==> src/rtl/vga_game_pkg.sv <==
// Shared turn codes and sequencer states for the game datapath and the turn register.
package vga_game_pkg;

    typedef enum logic [1:0] {
        TURN_NONE = 2'b00,
        TURN_P1   = 2'b01,
        TURN_P2   = 2'b10
    } turn_code_t;

    typedef enum logic [1:0] {
        ST_IDLE,
        ST_P1,
        ST_P2,
        ST_DONE
    } turn_state_t;

    function automatic turn_code_t state_code(input turn_state_t s);
        case (s)
            ST_P1:   return TURN_P1;
            ST_P2:   return TURN_P2;
            default: return TURN_NONE;
        endcase
    endfunction

endpackage

==> src/rtl/turn_sequencer_timer.sv <==
// Per-turn hold timer: counts cycles while enabled, pulses expire on the last allowed cycle.
module turn_timer
    import vga_game_pkg::*;
#(
    parameter logic [31:0] TIMEOUT_CYCLES = 32'd250_000_000,
    parameter int          TIMEOUT_W      = 32
) (
    input  logic clk,
    input  logic reset,
    input  logic clear,
    input  logic enable,
    output logic expire
);

    localparam logic [TIMEOUT_W-1:0] LAST = TIMEOUT_W'(TIMEOUT_CYCLES - 32'd1);

    logic [TIMEOUT_W-1:0] count_q;
    logic [TIMEOUT_W-1:0] count_d;

    always_comb begin
        count_d = count_q;
        if (clear) begin
            count_d = '0;
        end else if (enable) begin
            count_d = count_q + TIMEOUT_W'(1);
        end
    end

    always_ff @(posedge clk) begin
        if (reset) begin
            count_q <= '0;
        end else begin
            count_q <= count_d;
        end
    end

    // Firing always causes a turn change, which clears the count, so it never wraps.
    assign expire = enable && (count_q == LAST);

endmodule

==> src/rtl/turn_sequencer.sv <==
// Game-turn controller driving the turn register's write port.
// Optional forced-pass timer is built only when TURN_TIMEOUT_EN is defined.
module turn_sequencer
    import vga_game_pkg::*;
#(
    parameter logic [31:0] TIMEOUT_CYCLES = 32'd250_000_000,
    parameter int          TIMEOUT_W      = 32
) (
    input  logic       clk,
    input  logic       reset,
    input  logic       start,
    input  logic       move_valid,
    input  logic       game_over,
    output logic       write,
    output logic [1:0] wr_data,
    output logic       turn_p1,
    output logic       turn_p2,
    output logic       move_ack,
    output logic       timeout
);

    turn_state_t state_q, state_d;
    turn_code_t  wr_data_q, wr_data_d;
    logic        write_q, write_d;
    logic        turn_p1_q, turn_p1_d;
    logic        turn_p2_q, turn_p2_d;
    logic        move_ack_q, move_ack_d;
    logic        timeout_q, timeout_d;
    logic        in_turn;
    logic        expire;

    assign in_turn = (state_q == ST_P1) || (state_q == ST_P2);

`ifdef TURN_TIMEOUT_EN
    turn_timer #(
        .TIMEOUT_CYCLES(TIMEOUT_CYCLES),
        .TIMEOUT_W     (TIMEOUT_W)
    ) u_timer (
        .clk   (clk),
        .reset (reset),
        .clear (write_d),
        .enable(in_turn),
        .expire(expire)
    );
`else
    logic unused_timeout_cfg;
    assign unused_timeout_cfg = ^{TIMEOUT_CYCLES, 32'(TIMEOUT_W), in_turn};
    assign expire = 1'b0;
`endif

    always_comb begin
        state_d    = state_q;
        move_ack_d = 1'b0;
        timeout_d  = 1'b0;
        case (state_q)
            ST_P1, ST_P2: begin
                if (start) begin
                    state_d = ST_P1;
                end else if (game_over) begin
                    state_d = ST_DONE;
                end else if (move_valid) begin
                    state_d    = (state_q == ST_P1) ? ST_P2 : ST_P1;
                    move_ack_d = 1'b1;
                end else if (expire) begin
                    state_d   = (state_q == ST_P1) ? ST_P2 : ST_P1;
                    timeout_d = 1'b1;
                end
            end
            default: begin
                if (start) begin
                    state_d = ST_P1;
                end
            end
        endcase
        // A restart from P1 stays in P1 but still counts as a transition.
        write_d   = start || (state_d != state_q);
        wr_data_d = state_code(state_d);
        turn_p1_d = (state_d == ST_P1);
        turn_p2_d = (state_d == ST_P2);
    end

    always_ff @(posedge clk) begin
        if (reset) begin
            state_q    <= ST_IDLE;
            wr_data_q  <= TURN_NONE;
            write_q    <= 1'b0;
            turn_p1_q  <= 1'b0;
            turn_p2_q  <= 1'b0;
            move_ack_q <= 1'b0;
            timeout_q  <= 1'b0;
        end else begin
            state_q    <= state_d;
            wr_data_q  <= wr_data_d;
            write_q    <= write_d;
            turn_p1_q  <= turn_p1_d;
            turn_p2_q  <= turn_p2_d;
            move_ack_q <= move_ack_d;
            timeout_q  <= timeout_d;
        end
    end

    assign write    = write_q;
    assign wr_data  = wr_data_q;
    assign turn_p1  = turn_p1_q;
    assign turn_p2  = turn_p2_q;
    assign move_ack = move_ack_q;
    assign timeout  = timeout_q;

endmodule

==> config.mk <==
export PLATFORM = sky130hd
export DESIGN_NAME = turn_sequencer
export DESIGN_NICKNAME = d
export VERILOG_FILES = /design/src/rtl/vga_game_pkg.sv /design/src/rtl/turn_sequencer_timer.sv /design/src/rtl/turn_sequencer.sv
export SDC_FILE = /design/constraint.sdc
export NUM_CORES = 1
export LEC_CHECK = 0
export ABC_AREA = 1
export CORE_AREA = 2 2 39 41
export DETAILED_ROUTE_END_ITERATION = 8
export DIE_AREA = 0 0 41 43
export GPL_ROUTABILITY_DRIVEN = 1
export GPL_TIMING_DRIVEN = 0
export PLACE_DENSITY = 0.53
export RECOVER_POWER = 50
export SYNTH_ARGS = -nofsm -noshare
export SYNTH_HDL_FRONTEND = slang
export SYNTH_SLANG_ARGS = --single-unit
==> constraint.sdc <==
create_clock -name clk -period 1.28 [get_ports clk]
set_input_delay 0.256 -clock clk [delete_from_list [all_inputs] [get_ports clk]]
set_output_delay 0.256 -clock clk [all_outputs]
set_load 0.005 [all_outputs]
Word-level counts from Yosys, hierarchy flattened:

Index checks and enable logic that the tools add are counted.

* register bits: 8
* bits in latches: 0
* bits in writable memories: 0
* memory bits (read-only): 0
* logic and storage cells: 23
* memories: 0

* add/subtract/negate cells: 0
* multipliers: 0
* div/mod/pow operators: 0
* magnitude comparators: 0
* equal/unequal tests: 5
* shift-type cells: 0
* muxes and demuxes: 8
* bitwise operators: 1
* reduce and logical (&&, ||, !) cells: 3

Operator list (count)
* 2-bit 2-to-1 mux: 6
* 2-bit by 1-bit equality test with 1-bit output, second input constant: 2
* 2-bit equality test, second input constant: 2
* 2-bit case mux with 2 select lines: 1
* 4-bit OR reduction: 1
* 2-bit inequality test: 1
* 2-bit OR reduction: 1
* 1-bit logical OR: 1
* 1-bit 2-to-1 mux: 1
* 1-bit NOT: 1

Longest topological paths before layout:

Gate-level depths: netlist of run 1.

* depth after elaboration: 8
* mapped depth: 11

Worst setup path after synthesis of run 1:

Ideal clock, no wire load.

* kind: register -> register
* from: register state_q[1]
* to: register write_q (netlist: write)
* library setup time: 0.111 ns
* arrival time: 1.166 ns
* setup slack: 0.003 ns
* cell stages (with the launch flop): 12
* period minus slack after synthesis: 1.277 ns
* cells stage by stage: dfxtp_1 > inv_1 > ha_1 > inv_2 > nand2_1 > nand2_1 > nand2_2 > nand2_2 > nand2_1 > nand2_1 > nor2_1 > nor2_1

* word-level cells in the longest chain between the ends: 8
* elaborated cells on any way between the ends: 11
* classes of those cells: eq/ne (3); mux (6); reduce/logical (2)

Ends and longest elaborated chain
* from (decl): line turn_sequencer.sv:22 `turn_state_t state_q, state_d;`
* from (signal assigned): line turn_sequencer.sv:92 `state_q <= state_d;`
* 2-bit by 1-bit equality test with 1-bit output: line turn_sequencer.sv:55, turn_sequencer.sv:62
* 2-bit 2-to-1 mux: line turn_sequencer.sv:62 `state_d = (state_q == ST_P1) ? ST_P2 : ST_P1;`
* 2-bit 2-to-1 mux: line turn_sequencer.sv:61 `end else if (move_valid) begin`
* 2-bit 2-to-1 mux: line turn_sequencer.sv:59 `end else if (game_over) begin`
* 2-bit 2-to-1 mux: line turn_sequencer.sv:57 `if (start) begin`
* 2-bit 2-to-1 mux: line turn_sequencer.sv:55 `case (state_q)`
* 2-bit inequality test *: line turn_sequencer.sv:76 `write_d = start || (state_d != state_q);`
* 1-bit logical OR *: line turn_sequencer.sv:76
* to (signal assigned): line turn_sequencer.sv:94 `write_q <= write_d;`
* to (decl): line turn_sequencer.sv:24 `logic write_q, write_d;`

Mark *: on every way between the ends. The rest lies on a longest branch, timed or not.
A chain may end at the register's enable or synchronous reset.

Worst setup path after layout of run 1:

Ends and elaborated chain as after synthesis.

==> results of run 1 <==
-- cell type report --
type / count / area (um^2)
Fill cell: 153 / 917.1
Multi-Input combinational cell: 30 / 160.2
Sequential cell: 6 / 122.6
Timing Repair Buffer: 10 / 92.59
Inverter: 7 / 26.28
Clock buffer: 3 / 22.52
Buffer: 3 / 22.52
Tap cell: 16 / 20.02
-- critical path: stages (launching register included) --
cell and delay [ns]:
dfxtp_2 0.34, inv_2 0.05, ha_4 0.27, inv_2 0.04, nand2_2 0.05, nand2_1 0.06, nand2_2 0.07, nand2_2 0.06
nand2_1 0.05, nand2_1 0.04, nor2_1 0.08, nor2_1 0.05
-- per-layer routing --
metal / vias to the layer above / global-route usage [%] / wire length, um
met3: 0 / 6.283 / 42
met5: - / 0 / 0
met4: 0 / 8.000 / 0
li1: 161 / - / -
met1: 131 / 9.003 / 258
met2: 8 / 13.13 / 289
-- Yosys cell counts (all sizes together) --
cell type,instances,area share [%]
nand2,15,21
dfxtp,6,38
inv,7,8.4
o21ai,1,1.6
ha,1,4.0
nor2,6,7.2
nand3,4,8.0
conb,1,1.2
nor3,2,3.2
buf,3,7.2
-- state kept, by name, indices dropped and copies added, names as in the netlist --
register and count:
state_q 2, move_ack 1, write 1, turn_p2 1, wr_data 1
-- repair_timing --
action,4_1_cts,5_1_grt
pin swaps,3,1
hold endpoints to repair,0,0
setup endpoints to repair,9,2
resized for setup,13,0
-- metrics by stage --
| stage | TNS, ns | hold slack, ns |
|---|---|---|
| finish | -0.003173 | 0.5920 |
| global route | -0.1078 | 0.6234 |
| CTS | -0.01115 | 0.5951 |
| detailed placement | -0.3808 | 0.5953 |
| global placement | -0.3124 | 0.5956 |
| floorplan | 0 | 0.3275 |
-- layout by cell type, fill, tap and decap left out, drive strengths merged --
cell type      instances
buf                    3
clkbuf                 3
o21ai                  1
inv                    7
nand2                 15
dfxtp                  6
dlygate4sd2            6
nor3                   2
nand3                  4
clkdlybuf4s50          4
ha                     1
nor2                   6
conb                   1
-- path summary, 6_finish.rpt --
check / startpoint / end / slack [ns] / cells past startpoint
setup / recovery: state_q[1]$_SDFF_PP0_ / write$_SDFF_PP0_ / -0.003 / 11
hold reg to reg: state_q[1]$_SDFF_PP0_ / write$_SDFF_PP0_ / 0.59 / 4
hold / removal: state_q[1]$_SDFF_PP0_ / write$_SDFF_PP0_ / 0.59 / 4
setup reg to reg: state_q[1]$_SDFF_PP0_ / write$_SDFF_PP0_ / -0.003 / 11
-- kinds of logic (layout without fill, tap and decap cells) --
group	Yosys count	after routing	share of synthesized area (%)
buffers and inverters	10	23	15.54
and+or+nand+nor	27	27	39.44
adders and majority gates	1	1	3.983
DFF	6	6	38.25
AOI/OAI and AO/OA	1	1	1.592
other	1	1	1.194
-- power groups by stage --
stage,Combinational [mW],Clock (mW),Sequential [mW]
2_1_floorplan,0.0721,0,0.212
3_3_place_gp,0.121,0,0.212
3_5_place_dp,0.124,0,0.213
4_1_cts,0.124,0.179,0.213
5_1_grt,0.141,0.195,0.213
6_report,0.121,0.170,0.212
==> results.toml, run 1 <==
[outcome]
status = "finished, violations left"
violations = "setup timing"

[job]
drv_cap = 0

[place]
dp_hpwl_um = 480.1
dp_slack_ns = -0.1690
routabilityCongestion = 0.7065
place_inst = 72
port_buffers = 10
place_area_um2 = 434.2

[final_layout]
n_antenna_cell = 0
post-route-util_pct = 33.73
fin_area_um2 = 466.7
synthToLayoutAreaGrowth_pct = 48.61
nets = 67
stdcell_count = 75
drive_gt1_share_pct = 30.51

[pwr]
power.internal_mw = 0.3704
pwr-share-clk_pct = 33.7
power_mw = 0.5028
seqPwrFrac_pct = 42.1
peakVddDrop_v = 0.0002240
swShare_pct = 26.34
leakage_nw = 0.2482
pwr-share-comb_pct = 24.2
power.density_nw_per_um2 = 1077
power_switching_mw = 0.1324

[sta]
period_minus_slack_ns = 1.283
fin_skew_ns = 0.004666
final.setup.worst_slack_ns = -0.003173
hold_viol = 0
rsz0062_at_grt = "true"
setup_viol = 1
clock.fmax_mhz = 779.3
finalMaxSlewViolations = 0
final.period_utilization_pct = 100.2

[cts]
numCtsBuffers = 3
clock-sinks = 6
cts.clk_slew.worst_paths_ns = 0.05
clock_path_buffers = 2
post-cts-setup-buffer-count = 0
clk_latency_ns = 0.24
cts_max_level = 1
cts-root-buf = "clkbuf_4"
postCtsHoldBufs = 0
cts_tree = "done"

[die]
io_pins = 12
start_util_pct = 22.69
core_um2 = 1384
row_count = 14
dieHeight_um = 43
die_area_um2 = 1763
die_w_um = 41

[drt]
drt_wl_total_um = 590
drtPass1Iterations = 2
vias = 300
avgRoutedWirePerCell_um = 7.867
antenna_left = 0
via_per_inst = 4.000
drc_errors = 0
first_iter_violations = 2

[synth]
netlist_instances = 46
ys_seq_area_share_pct = 38.25
synthDistinctLibCells = 13
synth.avg_cell_area_um2 = 6.827
synth_area_um2 = 314.1
ys_warn_count = 0
synth-seq-cells = 6
syn_nets = 52

[critical_path]
cp.required_ns = 1.40
end_kind = "flip-flop"
arrival_ns = 1.40
start_kind = "flip-flop"
crit_fanout = 3
criticalPathCategory = "reg -> reg"

[global_route]
grt_overflow = 0
antenna_found_initial = 0
grt.total_usage_pct = 9.438
grt_pass1_vias = 263
grt_max_degree = 7
grt_pass1_wl_mm = 1.041

[min_path]
hold_path_class = "reg -> reg"
(Power assumes the default switching activity.)
==> inputs of run 2 (changes only) <==
==> constraint.sdc (replaced) <==
create_clock -name clk -period 1.28 [get_ports clk]
set_input_delay 0.192 -clock clk [delete_from_list [all_inputs] [get_ports clk]]
set_output_delay 0.192 -clock clk [all_outputs]
set_load 0.005 [all_outputs]
==> run 2 against run 1 <==
Net effect:
- the run still ends with setup timing left
- clock-buffer cell count did not move
- final area rose by 1.1%
- utilization rose by 0.36 points
- sequential share of layout area fell by 0.28 points
- register-to-register slack barely moved
- largest cell class unchanged
- largest power group unchanged
==> results.toml, run 2 (synthesis gave the netlist of run 1 again) <==
[min_path]
worstHoldPathCells = 3
hold_path_class = "in -> reg"
timing.hold.worst_endpoint = "move_ack$_SDFF_PP0_"
min-delay-start = "move_valid"

[global_route]
grt_overflow = 0
grt_pass1_vias = 263
grt.total_usage_pct = 9.438
grt_pass1_wl_mm = 1.041
antenna_found_initial = 0
grt_max_degree = 7

[final_layout]
final_common_cell = "nand2_1"
n_antenna_cell = 0
fill_cells = 152
largest_reg_flops = 2
post-route-util_pct = 34.09
regMostFlops = "state_q"
nets = 67
synthToLayoutAreaGrowth_pct = 50.20
drive_gt1_share_pct = 30.51
final_cell_mix = "nand2_1, clkdlybuf4s50_1, nor2_1, nand2_2"

[critical_path]
end_kind = "flip-flop"
r2r-start = "state_q[1]$_SDFF_PP0_"
r2r_cells = 11
arrival_ns = 1.40
crit_fanout = 3
cp.required_ns = 1.40
criticalPathCategory = "reg -> reg"
start_kind = "flip-flop"
r2r_setup_slack_ns = -0.003
r2r-end = "write$_SDFF_PP0_"

[place]
routabilityCongestion = 0.7065
dp_hpwl_um = 480.1
port_buffers = 10

[sta]
hold_viol = 0
setup_viol = 1
finalMaxSlewViolations = 0
rsz0062_at_grt = "true"
clock.fmax_mhz = 779.3
period_minus_slack_ns = 1.283
final.setup.worst_slack_ns = -0.003173
fin_skew_ns = 0.004666
final.period_utilization_pct = 100.2

[cts]
clk_latency_ns = 0.24
cts-root-buf = "clkbuf_4"
cts_max_level = 1
clock-sinks = 6
cts.clk_slew.worst_paths_ns = 0.05
cts_tree = "done"
numCtsBuffers = 3
clock_path_buffers = 2
postCtsHoldBufs = 0

[drt]
drc_errors = 0
first_iter_violations = 2
drtPass1Iterations = 2
avgRoutedWirePerCell_um = 7.853
drt_wl_total_um = 589
via_per_inst = 4.000
antenna_left = 0
vias = 300

[pwr]
peakVddDrop_v = 0.0002251
power_mw = 0.5076
leakage_nw = 0.2338
power.density_nw_per_um2 = 1076

[die]
row_count = 14
die_area_um2 = 1763
start_util_pct = 22.69
dieHeight_um = 43
core_um2 = 1384
die_w_um = 41
io_pins = 12

[job]
drv_cap = 0

[outcome]
status = "finished, violations left"
violations = "setup timing"
run 2: changes by cell type in the layout (fill, tap and decap cells not counted):
cell,delta
dlygate4sd2_1,-4
clkdlybuf4s50_1,+3
clkdlybuf4s25_1,+1
run 2: worst max-delay path by stage:
| stage | startpoint | endpoint | slack (ns) | cells past startpoint |
|---|---|---|---|---|
| 4_1_cts | state_q[1]$_SDFF_PP0_ | write$_SDFF_PP0_ | -0.01 | 11 |
| 6_report | state_q[1]$_SDFF_PP0_ | write$_SDFF_PP0_ | -0.003 | 11 |
| 5_1_grt | state_q[1]$_SDFF_PP0_ | write$_SDFF_PP0_ | -0.09 | 11 |
| 2_1_floorplan | state_q[1]$_SDFF_PP0_ | write$_SDFF_PP0_ | 0.003 | 11 |
| 3_5_place_dp | state_q[1]$_SDFF_PP0_ | write$_SDFF_PP0_ | -0.13 | 11 |
| 3_3_place_gp | state_q[1]$_SDFF_PP0_ | write$_SDFF_PP0_ | -0.13 | 11 |
run 2: final cells by class:
class                      count  area [um^2]  share of cell area, %
inverter                       7        26.28                  5.570
sequential                     6        122.6                  25.99
multi-input combinational     30        160.2                  33.95
tap                           16        20.02                  4.244
timing repair buffer          10        97.59                  20.69
buffer                         3        22.52                  4.775
clock buffer                   3        22.52                  4.775
run 2: routing by layer:
metal  global-route usage (%)  part of all wire (%)  vias up
met5                        0                     0        -
met4                    8.000                     0        0
met3                    6.283                   7.3        0
met2                    13.13                    49        8
met1                    9.003                    43      131
li1                         -                     -      161
run 2: where the power goes:
group / internal [mW] / total [mW] / switching, mW
Combinational: 0.0667 / 0.126 / 0.0591
Clock: 0.106 / 0.170 / 0.0638
Sequential: 0.202 / 0.212 / 0.00992
run 2: per-stage QoR:
| stage | setup TNS, ns | area, um^2 | hold WS, ns | setup WS [ns] | std cells |
|---|---|---|---|---|---|
| 6_report | -0.003173 | 471.7 | 0.5785 | -0.003173 | 75 |
| 3_5_place_dp | -0.1740 | 434.2 | 0.5953 | -0.1315 | 72 |
| 3_3_place_gp | -0.1515 | 434.2 | 0.5956 | -0.1324 | 72 |
| 2_1_floorplan | 0 | 314.1 | 0.2635 | 0.002934 | 46 |
| 5_1_grt | -0.1221 | 471.7 | 0.5927 | -0.09494 | 75 |
| 4_1_cts | -0.01115 | 474.2 | 0.5751 | -0.01115 | 75 |
run 2: timing repair:
item,CTS,global route
pin swaps,3,1
setup buffers,0,0
resized for setup,9,1
setup endpoints to repair,5,3
gates cloned,0,0
run 2: critical path: stages, from the launching register on:
cell,delay [ns]
dfxtp_2,0.34
inv_2,0.05
ha_4,0.27
inv_2,0.04
nand2_2,0.05
nand2_1,0.06
nand2_2,0.07
nand2_2,0.06
nand2_1,0.05
nand2_1,0.04
nor2_1,0.08
nor2_1,0.05
==> inputs of run 3 (changes only) <==
Settings changed: CAP_MARGIN set to 10, HOLD_SLACK_MARGIN set to 0.15, PLACE_DENSITY 0.53 to 0.57.
==> run 3 against run 2 <==
Net effect:
- the flow now finishes without violations
- maximum frequency is 0.50% higher
- flip-flop and latch count is the same
- worst hold slack gained 0.014 ns
- die area stayed put
- clock power is 6% lower
- total power shrank 1.8%
- critical path depth is the same
- combinational power is essentially flat
- sequential share of layout area unchanged
- final cell count did not move
- largest cell class unchanged
==> results.toml, run 3 (synthesis gave the netlist of run 1 again) <==
[final_layout]
largest_reg_flops = 2
fin_area_um2 = 471.7
regMostFlops = "state_q"
stdcell_count = 75
final_cell_mix = "nand2_1, clkdlybuf4s50_1, nor2_1, nand2_2"
drive_gt1_share_pct = 30.51
synthToLayoutAreaGrowth_pct = 50.20
n_antenna_cell = 0
nets = 67
final_common_cell = "nand2_1"

[sta]
clock.fmax_mhz = 783.2
setup_viol = 0
rsz0062_at_grt = "true"
period_minus_slack_ns = 1.277
final.period_utilization_pct = 99.75
final.setup.worst_slack_ns = 0.003207
finalMaxSlewViolations = 0
hold_viol = 0
setup_tns_ns = 0
fin_skew_ns = 0.001574

[cts]
cts.clk_slew.worst_paths_ns = 0.04
clock_path_buffers = 2
clk_latency_ns = 0.23
cts_max_level = 1
cts_tree = "done"
numCtsBuffers = 3
postCtsHoldBufs = 0
cts-root-buf = "clkbuf_4"
clock-sinks = 6

[drt]
first_iter_violations = 6
drt_wl_total_um = 530
avgRoutedWirePerCell_um = 7.067
drc_errors = 0
antenna_left = 0
drtPass1Iterations = 3
vias = 292
via_per_inst = 3.893

[pwr]
power_mw = 0.4986
power.density_nw_per_um2 = 1057
leakage_nw = 0.2335
peakVddDrop_v = 0.0002833

[place]
routabilityCongestion = 0.7317
place_inst = 72
dp_slack_ns = -0.1267
dp_hpwl_um = 428.2
place_area_um2 = 434.2
port_buffers = 10

[critical_path]
crit_fanout = 3
end_kind = "flip-flop"
r2r_cells = 11
cp.required_ns = 1.40
r2r_setup_slack_ns = 0.003
r2r-end = "write$_SDFF_PP0_"
arrival_ns = 1.39
criticalPathCategory = "reg -> reg"
r2r-start = "state_q[1]$_SDFF_PP0_"
start_kind = "flip-flop"

[die]
die_area_um2 = 1763
dieHeight_um = 43
die_w_um = 41
core_um2 = 1384
row_count = 14
io_pins = 12
start_util_pct = 22.69

[global_route]
grt_overflow = 0
grt_pass1_wl_um = 821
grt.total_usage_pct = 6.539
antenna_found_initial = 0
grt_max_degree = 7
grt_pass1_vias = 243

[min_path]
worstHoldPathCells = 3
hold_path_class = "in -> reg"
min-delay-start = "move_valid"
timing.hold.worst_endpoint = "move_ack$_SDFF_PP0_"

[job]
drv_cap = 0

[outcome]
status = "finished, final reports clean"
run 3: cell type report:
class / count / area (um^2)
timing repair buffer: 10 / 97.59
fill: 156 / 912.1
buffer: 3 / 22.52
inverter: 7 / 26.28
sequential: 6 / 122.6
clock buffer: 3 / 22.52
multi-input combinational: 30 / 160.2
tap: 16 / 20.02
run 3: worst max path at each step:
stage / endpoint / depth (start not counted) / start
2_1_floorplan: write$_SDFF_PP0_ / 11 / state_q[1]$_SDFF_PP0_
3_3_place_gp: write$_SDFF_PP0_ / 11 / state_q[1]$_SDFF_PP0_
3_5_place_dp: write$_SDFF_PP0_ / 11 / state_q[1]$_SDFF_PP0_
4_1_cts: write$_SDFF_PP0_ / 11 / state_q[1]$_SDFF_PP0_
5_1_grt: write$_SDFF_PP0_ / 11 / state_q[1]$_SDFF_PP0_
6_report: write$_SDFF_PP0_ / 11 / state_q[1]$_SDFF_PP0_
run 3: per-layer routing:
metal | vias to the layer above | track usage [%] | wire [um]
li1 | 164 | - | -
met5 | - | 0 | 0
met2 | 11 | 10.94 | 249
met3 | 0 | 0 | 37
met1 | 117 | 7.767 | 242
met4 | 0 | 4.000 | 0
run 3: timing repair:
item | CTS | global route
cloned | 0 | 0
pin swaps | 2 | 0
resized for setup | 8 | 0
endpoints found under the setup margin | 5 | 1
buffers inserted | 0 | 0
run 3: report_power, final:
group          switching [mW]  total (mW)  internal (mW)
Sequential             0.0106       0.213          0.203
Clock                  0.0535       0.159          0.105
Combinational          0.0581       0.127         0.0687
run 3: critical path, stage by stage (launching register included):
cell and delay [ns]:
dfxtp_2 0.35, inv_2 0.06, ha_4 0.27, inv_2 0.04
nand2_2 0.05, nand2_1 0.06, nand2_2 0.06, nand2_2 0.06
nand2_1 0.05, nand2_1 0.04, nor2_1 0.08, nor2_1 0.04
run 3: through the flow:
stage	hold WS, ns	utilization (%)
3_5_place_dp	0.5993	31.37
4_1_cts	0.5886	34.18
3_3_place_gp	0.5951	31.37
6_report	0.5922	34.09
5_1_grt	0.6203	34.09
2_1_floorplan	0.2635	-
